### config.mk
export PLATFORM = sky130hd
export DESIGN_NAME = drm_34x256_fifo_ctrl
export DESIGN_NICKNAME = d
export VERILOG_FILES = /design/src/rtl/drm_34x256_fifo_ctrl.sv
export SDC_FILE = /design/constraint.sdc
export NUM_CORES = 1
export LEC_CHECK = 0
export CORE_ASPECT_RATIO = 2
export CORE_MARGIN = 5
export CORE_UTILIZATION = 30
export CTS_CLUSTER_DIAMETER = 50
export DETAILED_ROUTE_END_ITERATION = 10
export DONT_BUFFER_PORTS = 1
export SYNTH_ARGS = -nofsm -noshare
export SYNTH_HDL_FRONTEND = slang
export SYNTH_SLANG_ARGS = --single-unit
### constraint.sdc
create_clock -name clk -period 3.26 [get_ports clk]
set_clock_uncertainty 0.1 [all_clocks]
set_input_delay 0.489 -clock clk [delete_from_list [all_inputs] [get_ports clk]]
set_output_delay 0.489 -clock clk [all_outputs]
set_load 0.02 [all_outputs]
### src/rtl/drm_34x256_fifo_ctrl.sv
`timescale 1ns/1ps
// -----------------------------------------------------------------------------
// drm_34x256_fifo_ctrl
//
// Single-clock FIFO controller for the drm_34x256 simple dual-port RAM
// (34-bit x 256, unregistered output, one-cycle read latency). Generates the
// RAM addresses and write enable, and prefetches RAM output into a 2-entry
// output buffer so the read side is a first-word-fall-through valid/ready
// stream. Capacity is 256 (RAM) + 2 (buffer) = 258 words. Every word passes
// through the RAM; there is no write-to-read bypass.
//
// Ports:
//   clk          single clock for controller and RAM (both RAM clocks)
//   rst          asynchronous active-high reset (also to RAM wr_rst/rd_rst)
//   s_data       write-side data
//   s_valid      write request
//   s_ready      write accepted when s_valid && s_ready
//   m_data       head word
//   m_valid      head word valid
//   m_ready      pop when m_valid && m_ready
//   ram_wr_data  to RAM wr_data (= s_data)
//   ram_wr_addr  to RAM wr_addr
//   ram_wr_en    to RAM wr_en (= push)
//   ram_rd_addr  to RAM rd_addr
//   ram_rd_data  from RAM rd_data
//   level        total words held (RAM + in flight + buffer), 0..258
//
// Build option:
//   DRM_FIFO_LEVEL_EN  defined   -> level is a registered occupancy count
//                      undefined -> level is tied to 0
// -----------------------------------------------------------------------------
module drm_34x256_fifo_ctrl #(
  parameter int DATA_WIDTH = 34,
  parameter int ADDR_WIDTH = 8
) (
  input  logic                  clk,
  input  logic                  rst,
  input  logic [DATA_WIDTH-1:0] s_data,
  input  logic                  s_valid,
  output logic                  s_ready,
  output logic [DATA_WIDTH-1:0] m_data,
  output logic                  m_valid,
  input  logic                  m_ready,
  output logic [DATA_WIDTH-1:0] ram_wr_data,
  output logic [ADDR_WIDTH-1:0] ram_wr_addr,
  output logic                  ram_wr_en,
  output logic [ADDR_WIDTH-1:0] ram_rd_addr,
  input  logic [DATA_WIDTH-1:0] ram_rd_data,
  output logic [ADDR_WIDTH:0]   level
);

  localparam logic [ADDR_WIDTH:0] RAM_DEPTH = {1'b1, {ADDR_WIDTH{1'b0}}};
  localparam logic [ADDR_WIDTH:0] PTR_ONE   = {{ADDR_WIDTH{1'b0}}, 1'b1};

  logic [ADDR_WIDTH:0]   wr_ptr;
  logic [ADDR_WIDTH:0]   rd_ptr;
  logic [ADDR_WIDTH:0]   ram_count;
  logic                  inflight;
  logic [1:0]            buf_cnt;
  logic [1:0]            buf_base;
  logic [2:0]            occ_after_pop;
  logic [DATA_WIDTH-1:0] head;
  logic [DATA_WIDTH-1:0] second;
  logic                  push;
  logic                  pop;
  logic                  issue;

  // Extra wrap bit makes the difference 0..256 without a separate full flag.
  assign ram_count = wr_ptr - rd_ptr;

  assign s_ready = !rst && (ram_count != RAM_DEPTH);
  assign push    = s_valid && s_ready;
  assign m_valid = (buf_cnt != 2'd0);
  assign pop     = m_valid && m_ready;
  assign m_data  = head;

  // Words already owned by the buffer once this cycle's pop is taken out,
  // counting the one arriving from the RAM. A new read is issued only if its
  // data will have a free slot when it lands next cycle.
  assign occ_after_pop = {1'b0, buf_cnt} + {2'b00, inflight} - {2'b00, pop};
  assign issue         = (ram_count != '0) && (occ_after_pop < 3'd2);

  // Slot that the arriving RAM word lands in (tail after the pop shift).
  assign buf_base = buf_cnt - {1'b0, pop};

  assign ram_wr_data = s_data;
  assign ram_wr_addr = wr_ptr[ADDR_WIDTH-1:0];
  assign ram_wr_en   = push;
  assign ram_rd_addr = rd_ptr[ADDR_WIDTH-1:0];

  // ---- stage p0: pointers; RAM samples rd_addr at this edge on issue ----
  always_ff @(posedge clk or posedge rst) begin
    if (rst) begin
      wr_ptr   <= '0;
      rd_ptr   <= '0;
      inflight <= 1'b0;
    end else begin
      if (push)  wr_ptr <= wr_ptr + PTR_ONE;
      if (issue) rd_ptr <= rd_ptr + PTR_ONE;
      inflight <= issue;
    end
  end

  // ---- stage p1: RAM output captured into the 2-entry output buffer ----
  always_ff @(posedge clk or posedge rst) begin
    if (rst) begin
      buf_cnt <= 2'd0;
      head    <= '0;
    end else begin
      buf_cnt <= buf_base + {1'b0, inflight};
      if (inflight && (buf_base == 2'd0)) begin
        head <= ram_rd_data;
      end else if (pop && (buf_cnt == 2'd2)) begin
        head <= second;
      end
    end
  end

  // Second slot is pure data; its contents are only used while buf_cnt says so.
  always_ff @(posedge clk) begin
    if (inflight && (buf_base == 2'd1)) begin
      second <= ram_rd_data;
    end
  end

`ifdef DRM_FIFO_LEVEL_EN
  logic [ADDR_WIDTH:0] level_q;

  // Running count of pushes minus pops equals ram_count + inflight + buf_cnt
  // after each edge.
  always_ff @(posedge clk or posedge rst) begin
    if (rst) begin
      level_q <= '0;
    end else begin
      level_q <= level_q + {{ADDR_WIDTH{1'b0}}, push} - {{ADDR_WIDTH{1'b0}}, pop};
    end
  end

  assign level = level_q;
`else
  assign level = '0;
`endif

endmodule
; ---- After elaboration in Yosys (flattened, before gate mapping)
; Index checks and enable logic that the tools add are counted.
[totals]
regBits = 89
latchBits = 0
mem_bits_rw = 0
rom_bits = 0
inputBits = 72
output_inout_bits = 96
wordCells = 31
memories = 0
[op_classes]
addsub = 7
mul = 0
div = 0
n_lt_le_gt_ge = 1
n_eq_ne = 3
shift = 0
mux = 2
n_bitwise = 0
n_reduce_logical = 12
[ops]
columns = cell, count
row1 = $mux 34, 2
row2 = $add 9x1->9 const B, 2
row3 = $ne 9x9->1 const B, 1
row4 = $reduce_bool 9->1, 1
row5 = $sub 9x9->9, 1
row6 = $logic_and 1x1->1, 7
row7 = $reduce_bool 2->1, 2
row8 = $add 2x1->3, 1
row9 = $lt 3x2->1 const B, 1
row10 = $sub 3x1->3, 1
row11 = $add 2x1->2, 1
row12 = $eq 2x1->1 const B, 1
row13 = $eq 2x2->1 const B, 1
row14 = $logic_not 2->1, 1
row15 = $sub 2x1->2, 1
row16 = $logic_not 1->1, 1

; ---- Depth between registers and ports, before layout
; Gate-level depths: netlist (run 1).
[depth]
depth_word = 6
ltp_mapped = 11
depth_no_buf = 10

; ---- Worst setup path after synthesis (run 1)
; Ideal clock, no wire load.
[synth_path]
kind = register -> register
startpoint = register buf_cnt[1]
endpoint = register second[0], enable pin
setup_time_ns = 0.429
t_arrival_ns = 2.909
required_ns = 2.731
setup_slack_ns = -0.178
path_stages_with_launch = 7
n_path_buf = 0
period_less_slack_ns = 3.438
path_cell_list = dfrtp_1 > inv_1 > nand2_1 > and2_1 > ha_1 > nor2b_1 > nor2b_1
[synth_between]
elab_chain_cells = 5
[synth_lines]
columns = item, line
row1 = start: declaration, 59  ; logic [1:0] buf_cnt;
row2 = start signal: assignment, 110  ; buf_cnt <= buf_base + {1'b0, inflight};
row3 = $reduce_bool 2->1, 73  ; assign m_valid = (buf_cnt != 2'd0);
row4 = named net m_valid, 42  ; output logic m_valid,
row5 = $logic_and 1x1->1, 74  ; assign pop = m_valid && m_ready;
row6 = $sub 2x1->2, 84  ; assign buf_base = buf_cnt - {1'b0, pop};
row7 = $eq 2x1->1, 121  ; if (inflight && (buf_base == 2'd1)) begin
row8 = $logic_and 1x1->1, 121
row9 = end signal: assignment, 122  ; second <= ram_rd_data;
row10 = end: declaration, 63  ; logic [DATA_WIDTH-1:0] second;
; The timed path passes the listed nets, and every way through them passes these cells.
; A chain may end at the register's enable or synchronous reset.

; ---- Worst setup path after layout (run 1)
[layout_path]
startpoint = register rd_ptr[3]
endpoint = output s_ready
[layout_between]
elab_chain_cells = 3
[layout_lines]
columns = item, line
row1 = start: declaration, 56  ; logic [ADDR_WIDTH:0] rd_ptr;
row2 = start signal: assignment, 99  ; if (issue) rd_ptr <= rd_ptr + PTR_ONE;
row3 = $sub 9x9->9, 69  ; assign ram_count = wr_ptr - rd_ptr;
row4 = $ne 9x9->1, 71  ; assign s_ready = !rst && (ram_count != RAM_DEPTH);
row5 = $logic_and 1x1->1, 71
row6 = end: declaration, 40  ; output logic s_ready,
; No other way between the ends.

==> reports/results.md, run 1 <==
• **largest net degree at the start of global routing** 31
• **post-synthesis adder-cell area fraction** 0.0402
• **Root Buffer Master** clkbuf_16
• **via density per instance** 4.72
• **area fraction in compound gates after synthesis** 0.0821
• **filler-free cell count of the finished design** 572
• **dominant cell by count in the synthesized netlist** buf_4
• **Ys Warns** 0
• **CP required** 2.67 ns
• **Die Footprint** 17800 um^2
• **effective utilization at floorplan** 0.306
• **number of placed I/O pins** 168
• **count of buffers inserted at the top-level ports** 0
• **basic-gate share of the synthesized area counting and, or, nand and nor cells** 0.107
• **Worst Slack Setup Final** 0.113 ns
• **global router's overall resource usage** 0.113
• **drt drc** 0
• **Leakage Power** 2.12 nW
• **Setup violations, final** 0
• **number of synthesized flops with an enable pin** 34
• **worst path buffer plus inverter count** 2
• **cell at the slowest stage of the critical path** dfrtp_1
• **CP top delay family** compound AO/OA/AOI/OAI gates
• **Worst Path Class, Setup** flop to primary output
• **critical path fanouts, max** 6
• **global route overflow** 0
• **Post-Synth XOR/XNOR Area** 0.0386
• **Post-Place Setup Slack** 0.113 ns
• **syn avg cell area** 11.3 um^2
• **max frequency** 318 MHz
• **ordered list of cells on the worst path** inv_2 -> ha_1 -> a21o_1 -> a21oi_1 -> nand2_1 -> o311a_4 -> nor4_4 -> buf_6 -> nor2_2
• **largest cells by area after synthesis** dfrtp_1 30%, edfxtp_1 22%, buf_4 9.8%, mux2i_1 7.5%, o21ai_0 4.0%
• **die height** 184 um
• **relative area change from synthesis to final layout** 7.94%
• **dominant combinational cell family by area after synthesis** buffers and inverters
• **count of antenna diodes in the layout** 0
• **first-iteration detailed-routing DRC count** 58
• **vias in the first global route** 2807
• **number of buffers added to fix hold violations after cts** 0
• **startpoint type of the worst setup path** flop
• **share of post-route cells with drive strength above 1** 0.156
• **CTS H-Tree Depth** 3
• **CTS tree** done
• **worst path arrival time** 2.56 ns
• **Worst VDD drop** 0.000401 V
• **via count** 2698
• **mux cell area share after synthesis** 0.0816
• **First-pass DRT Iterations** 4
• **final cycle utilization of the critical path** 0.965
• **commonest cells in the synthesized netlist** 59 x buf_4, 55 x dfrtp_1, 46 x nand2_1
• **detailed-route wire length** 10.1 mm
• **DP Cell Count** 555
• **critical path capture point type** primary output
• **number of nets with antenna violations after detailed routing** 0
• **number of library cell types mapped by synthesis** 45
• **initial antenna violation count** 0
• **transition time at the pin with the least slew margin** 0.700 ns
• **most used flip-flop cell after synthesis** dfrtp_1
• **area fraction of the dominant cell type after synthesis** 0.303
• **wire length of the first global-routing pass** 15.6 mm
• **Cell Area, Synth** 4540 um^2
• **Min Hold Slack** 0.0442 ns
• **final layout net count** 458
• **post-detail-place hpwl** 7.65 mm
• **row cnt** 63
• **count of final hold-check violations** 0
• **post-layout minimum cycle time** 3.15 ns
• **class of the tightest hold or removal check** primary input to async pin
• **worst relative slew slack** 0.533
• **TritonCTS Buffers** 9
• **sequential share of the synthesized area** 0.528
• **Yosys top cell by area** dfrtp_1
• **CP max stage delay** 0.39 ns
• **outcome** completed
• **die width** 97.0 um
• **asr flop ratio synth** 0.618
• **Clk Latency, worst-skew pair** 0.34 ns
• **total power per unit cell area** 1070 nW/um^2
• **max-slew violations** 0
• **Num Clock Sinks** 89
• **Clk pin slew, worst setup/hold paths** 0.07 ns
• **core box area** 14800 um^2
• **max-cap violations** 0
• **GP Congestion** 0.933
• **wire length per cell** 17.6 um
• **FF+latch count, synth** 89
• **Max clock buf depth** 2
• **gate count after technology mapping** 401
routing by layer:
layer / global-route usage / routed length, um
met1: 0.106 / 3380
met2: 0.214 / 5600
met3: 0.0437 / 869
met4: 0.0512 / 249
met5: 0 / 0
path summary, 6_finish.rpt:
check	from	endpoint	slack (ns)	depth (start not counted)
max in group asynchronous	rst	m_data[6]$_DFFE_PP0P_	2.33	2
min in group clk	ram_rd_data[18]	second[18]$_DFFE_PP_	0.14	0
max reg2reg	buf_cnt[1]$_DFF_PP0_	rd_ptr[6]$_DFFE_PP0P_	0.13	10
min reg2reg	rd_ptr[8]$_DFFE_PP0P_	rd_ptr[8]$_DFFE_PP0P_	0.41	1
min	rst	wr_ptr[2]$_DFFE_PP0P_	0.04	1
max	rd_ptr[3]$_DFFE_PP0P_	s_ready	0.11	9
sequential cells by signal (all words and copies together), names as in the netlist:
name      cells
second       34
m_data       34
rd_ptr        9
inflight      1
buf_cnt       2
wr_ptr        9
cell families after synthesis:
logic type,Yosys count
xor+xnor,20
fa+ha+maj,14
simple gates,93
mux,36
flops,89
buf+inv,87
compound gates,61
other cells,1
metrics by stage:
stage / total power, mW / setup TNS (ns) / cell area, um^2 / util
global route: 5.59 / -0.00870 / 4900 / 0.331
detailed placement: 4.14 / 0 / 4540 / 0.306
floorplan: 3.69 / 0 / 4570 / -
finish: 5.22 / 0 / 4900 / 0.331
global placement: 4.06 / 0 / 4540 / 0.306
CTS: 5.27 / 0 / 4870 / 0.329
power by group:
group	internal (mW)	switching [mW]	leakage (nW)	total, mW
Clock	0.672	0.433	0.153	1.10
Combinational	0.808	1.18	0.993	1.99
Sequential	1.59	0.533	0.976	2.13
placed cells by master, fill, tap and decap left out, types with 3 or more instances in the layout:
| master | instances |
|---|---|
| nor3_1 | 6 |
| nand3_1 | 7 |
| a21oi_1 | 6 |
| nor4_1 | 6 |
| edfxtp_1 | 34 |
| mux2i_1 | 34 |
| xor2_1 | 10 |
| a211oi_1 | 3 |
| inv_1 | 12 |
| dfrtp_1 | 54 |
| clkbuf_16 | 9 |
| xnor2_1 | 10 |
| nand2b_1 | 3 |
| conb_1 | 9 |
| o21ai_0 | 35 |
| a21o_1 | 6 |
| nor2_1 | 3 |
| buf_4 | 22 |
| ha_1 | 13 |
| nand2_1 | 46 |
area by class of cell:
class,instances,area [um^2]
clock inverters,7,93.8
repair buffers,25,216
inverters,14,52.6
flip-flops and latches,89,2400
multi-input cells,233,1670
well taps,195,244
fillers,1552,9920
clock buffers,9,225
what timing repair did:
action,CTS,global route
gates cloned,0,0
setup endpoints to repair,2,5
resized for setup,3,6
buffers inserted,1,0
pin swaps,1,1
endpoints found under the hold margin,0,0
worst reg2reg max path, cell delays in order, from the launching register on:
cell and delay, ns:
dfrtp_1 0.41, inv_1 0.14, nand2_1 0.10, and2_1 0.17, ha_1 0.32, nor2b_2 0.07
fa_1 0.41, xnor2_1 0.20, or3b_2 0.51, or4_1 0.43, xnor2_1 0.14
(Power assumes the default switching activity.)
==> inputs of run 2 (changes only) <==
--- a/config.mk
+++ b/config.mk
@@ -6,7 +6,7 @@
 export NUM_CORES = 1
 export LEC_CHECK = 0
 export CORE_ASPECT_RATIO = 2
-export CORE_MARGIN = 5
+export CORE_MARGIN = 1
 export CORE_UTILIZATION = 30
 export CTS_CLUSTER_DIAMETER = 50
 export DETAILED_ROUTE_END_ITERATION = 10
==> reports/results.md, run 2 (synthesis gave the netlist of run 1 again) <==
• **die width** 89.0 um
• **Worst Path Class, Setup** flop to primary output
• **die height** 176 um
• **Min Hold Slack** 0.140 ns
• **count of antenna diodes in the layout** 0
• **max-cap violations** 0
• **final total power** 5.16 mW
• **final cycle utilization of the critical path** 0.978
• **share of post-route cells with drive strength above 1** 0.162
• **wire length of the first global-routing pass** 15.0 mm
• **wire length per cell** 17.7 um
• **worst relative slew slack** 0.378
• **leading cell type in the layout, fill and taps excluded** dfrtp_1
• **initial antenna violation count** 0
• **max frequency** 314 MHz
• **outcome** completed
• **CTS tree** done
• **first-iteration detailed-routing DRC count** 67
• **First-pass DRT Iterations** 4
• **Die Footprint** 15700 um^2
• **via count** 2736
• **critical path fanouts, max** 6
• **relative area change from synthesis to final layout** 7.72%
• **effective utilization at floorplan** 0.306
• **number of placed I/O pins** 168
• **largest net degree at the start of global routing** 42
• **max-slew violations** 0
• **GP Congestion** 0.838
• **final layout net count** 458
• **Finished Cell Area** 4890 um^2
• **global router's overall resource usage** 0.133
• **post-detail-place hpwl** 7.34 mm
• **total power per unit cell area** 1060 nW/um^2
• **Worst VDD drop** 0.000276 V
• **Max clock buf depth** 2
• **critical path capture point type** primary output
• **CTS H-Tree Depth** 3
• **via density per instance** 4.78
• **worst path arrival time** 2.60 ns
• **post-layout minimum cycle time** 3.19 ns
• **filler-free cell count of the finished design** 572
• **DP Cell Count** 553
• **count of buffers inserted at the top-level ports** 0
• **vias in the first global route** 2964
• **detailed-route wire length** 10.1 mm
• **Clk pin slew, worst setup/hold paths** 0.06 ns
• **number of nets with antenna violations after detailed routing** 0
• **instance area at placement** 4530 um^2
• **Root Buffer Master** clkbuf_16
• **row cnt** 63
• **TritonCTS Buffers** 9
• **startpoint type of the worst setup path** flop
• **Setup violations, final** 0
• **Num Clock Sinks** 89
• **transition time at the pin with the least slew margin** 0.932 ns
• **drt drc** 0
• **Leakage Power** 2.11 nW
• **total of fill cells in the finished design** 1533
• **Clk Latency, worst-skew pair** 0.33 ns
• **core box area** 14800 um^2
• **global route overflow** 0
• **class of the tightest hold or removal check** primary input to async pin
• **CP required** 2.67 ns
• **count of final hold-check violations** 0
• **most frequent cells in the layout** 53 x dfrtp_1, 46 x nand2_1, 35 x o21ai_0
[run 2: changes by cell type in the layout (fill, tap and decap cells not counted), sizes merged]
cell / before / now
inv: 15 / 14
clkbuf: 9 / 13
bufinv: 2 / 0
clkinvlp: 1 / 2
clkinv: 3 / 1
[run 2: critical path: stages (launching register included)]
cell and delay (ns):
dfrtp_1 0.39, inv_2 0.12, ha_1 0.30, a21o_1 0.23, a21oi_1 0.22, nand2_1 0.10
o311a_4 0.39, nor4_4 0.24, buf_4 0.19, nor2_2 0.07
[run 2: final timing paths]
| check | startpoint | end | slack [ns] | depth (start not counted) |
|---|---|---|---|---|
| setup / recovery | rd_ptr[3]$_DFFE_PP0P_ | s_ready | 0.07 | 9 |
| hold / removal | rst | wr_ptr[2]$_DFFE_PP0P_ | 0.14 | 1 |
| setup reg to reg | rd_ptr[3]$_DFFE_PP0P_ | wr_ptr[7]$_DFFE_PP0P_ | 0.13 | 13 |
| hold reg to reg | wr_ptr[8]$_DFFE_PP0P_ | wr_ptr[8]$_DFFE_PP0P_ | 0.40 | 1 |
| max in group asynchronous | rst | m_data[13]$_DFFE_PP0P_ | 2.14 | 2 |
| min in group clk | ram_rd_data[27] | second[27]$_DFFE_PP_ | 0.14 | 0 |
[run 2: per-stage QoR]
stage / TNS (ns) / utilization / setup slack (ns)
after floorplan: 0 / - / 0.183
after global placement: 0 / 0.305 / 0.219
after detailed placement: 0 / 0.305 / 0.0807
after CTS: 0 / 0.327 / 0.0437
after global routing: -0.100 / 0.330 / -0.0418
final: 0 / 0.330 / 0.0717
[run 2: metal layers]
metal  share of wire  track usage  vias to the layer above
li1                -            -                     1265
met2            0.52        0.234                      126
met4           0.070        0.117                        0
met3           0.076       0.0402                       41
met5               0            0                        -
met1            0.33        0.115                     1304
[run 2: repair_timing]
item                                    4_1_cts  5_1_grt
endpoints found under the setup margin        2        6
endpoints found under the hold margin         0        0
hold buffers                                  0        0
setup buffers                                 3        0
resized for setup                             3        8
pin swaps                                     1        0
[run 2: where the power goes]
group          switching [mW]  internal [mW]
sequential              0.536           1.59
combinational            1.21          0.820
clock                   0.422          0.581
total                    2.16           3.00
[run 2: cell type report]
class,instances,area (um^2),area share
timing repair buffer,25,213,0.0435
multi-input combinational,233,1690,0.345
clock buffer,13,270,0.0553
inverter,14,52.6,0.0107
sequential,89,2400,0.491
clock inverter,3,23.8,0.00486
tap,195,244,0.0499
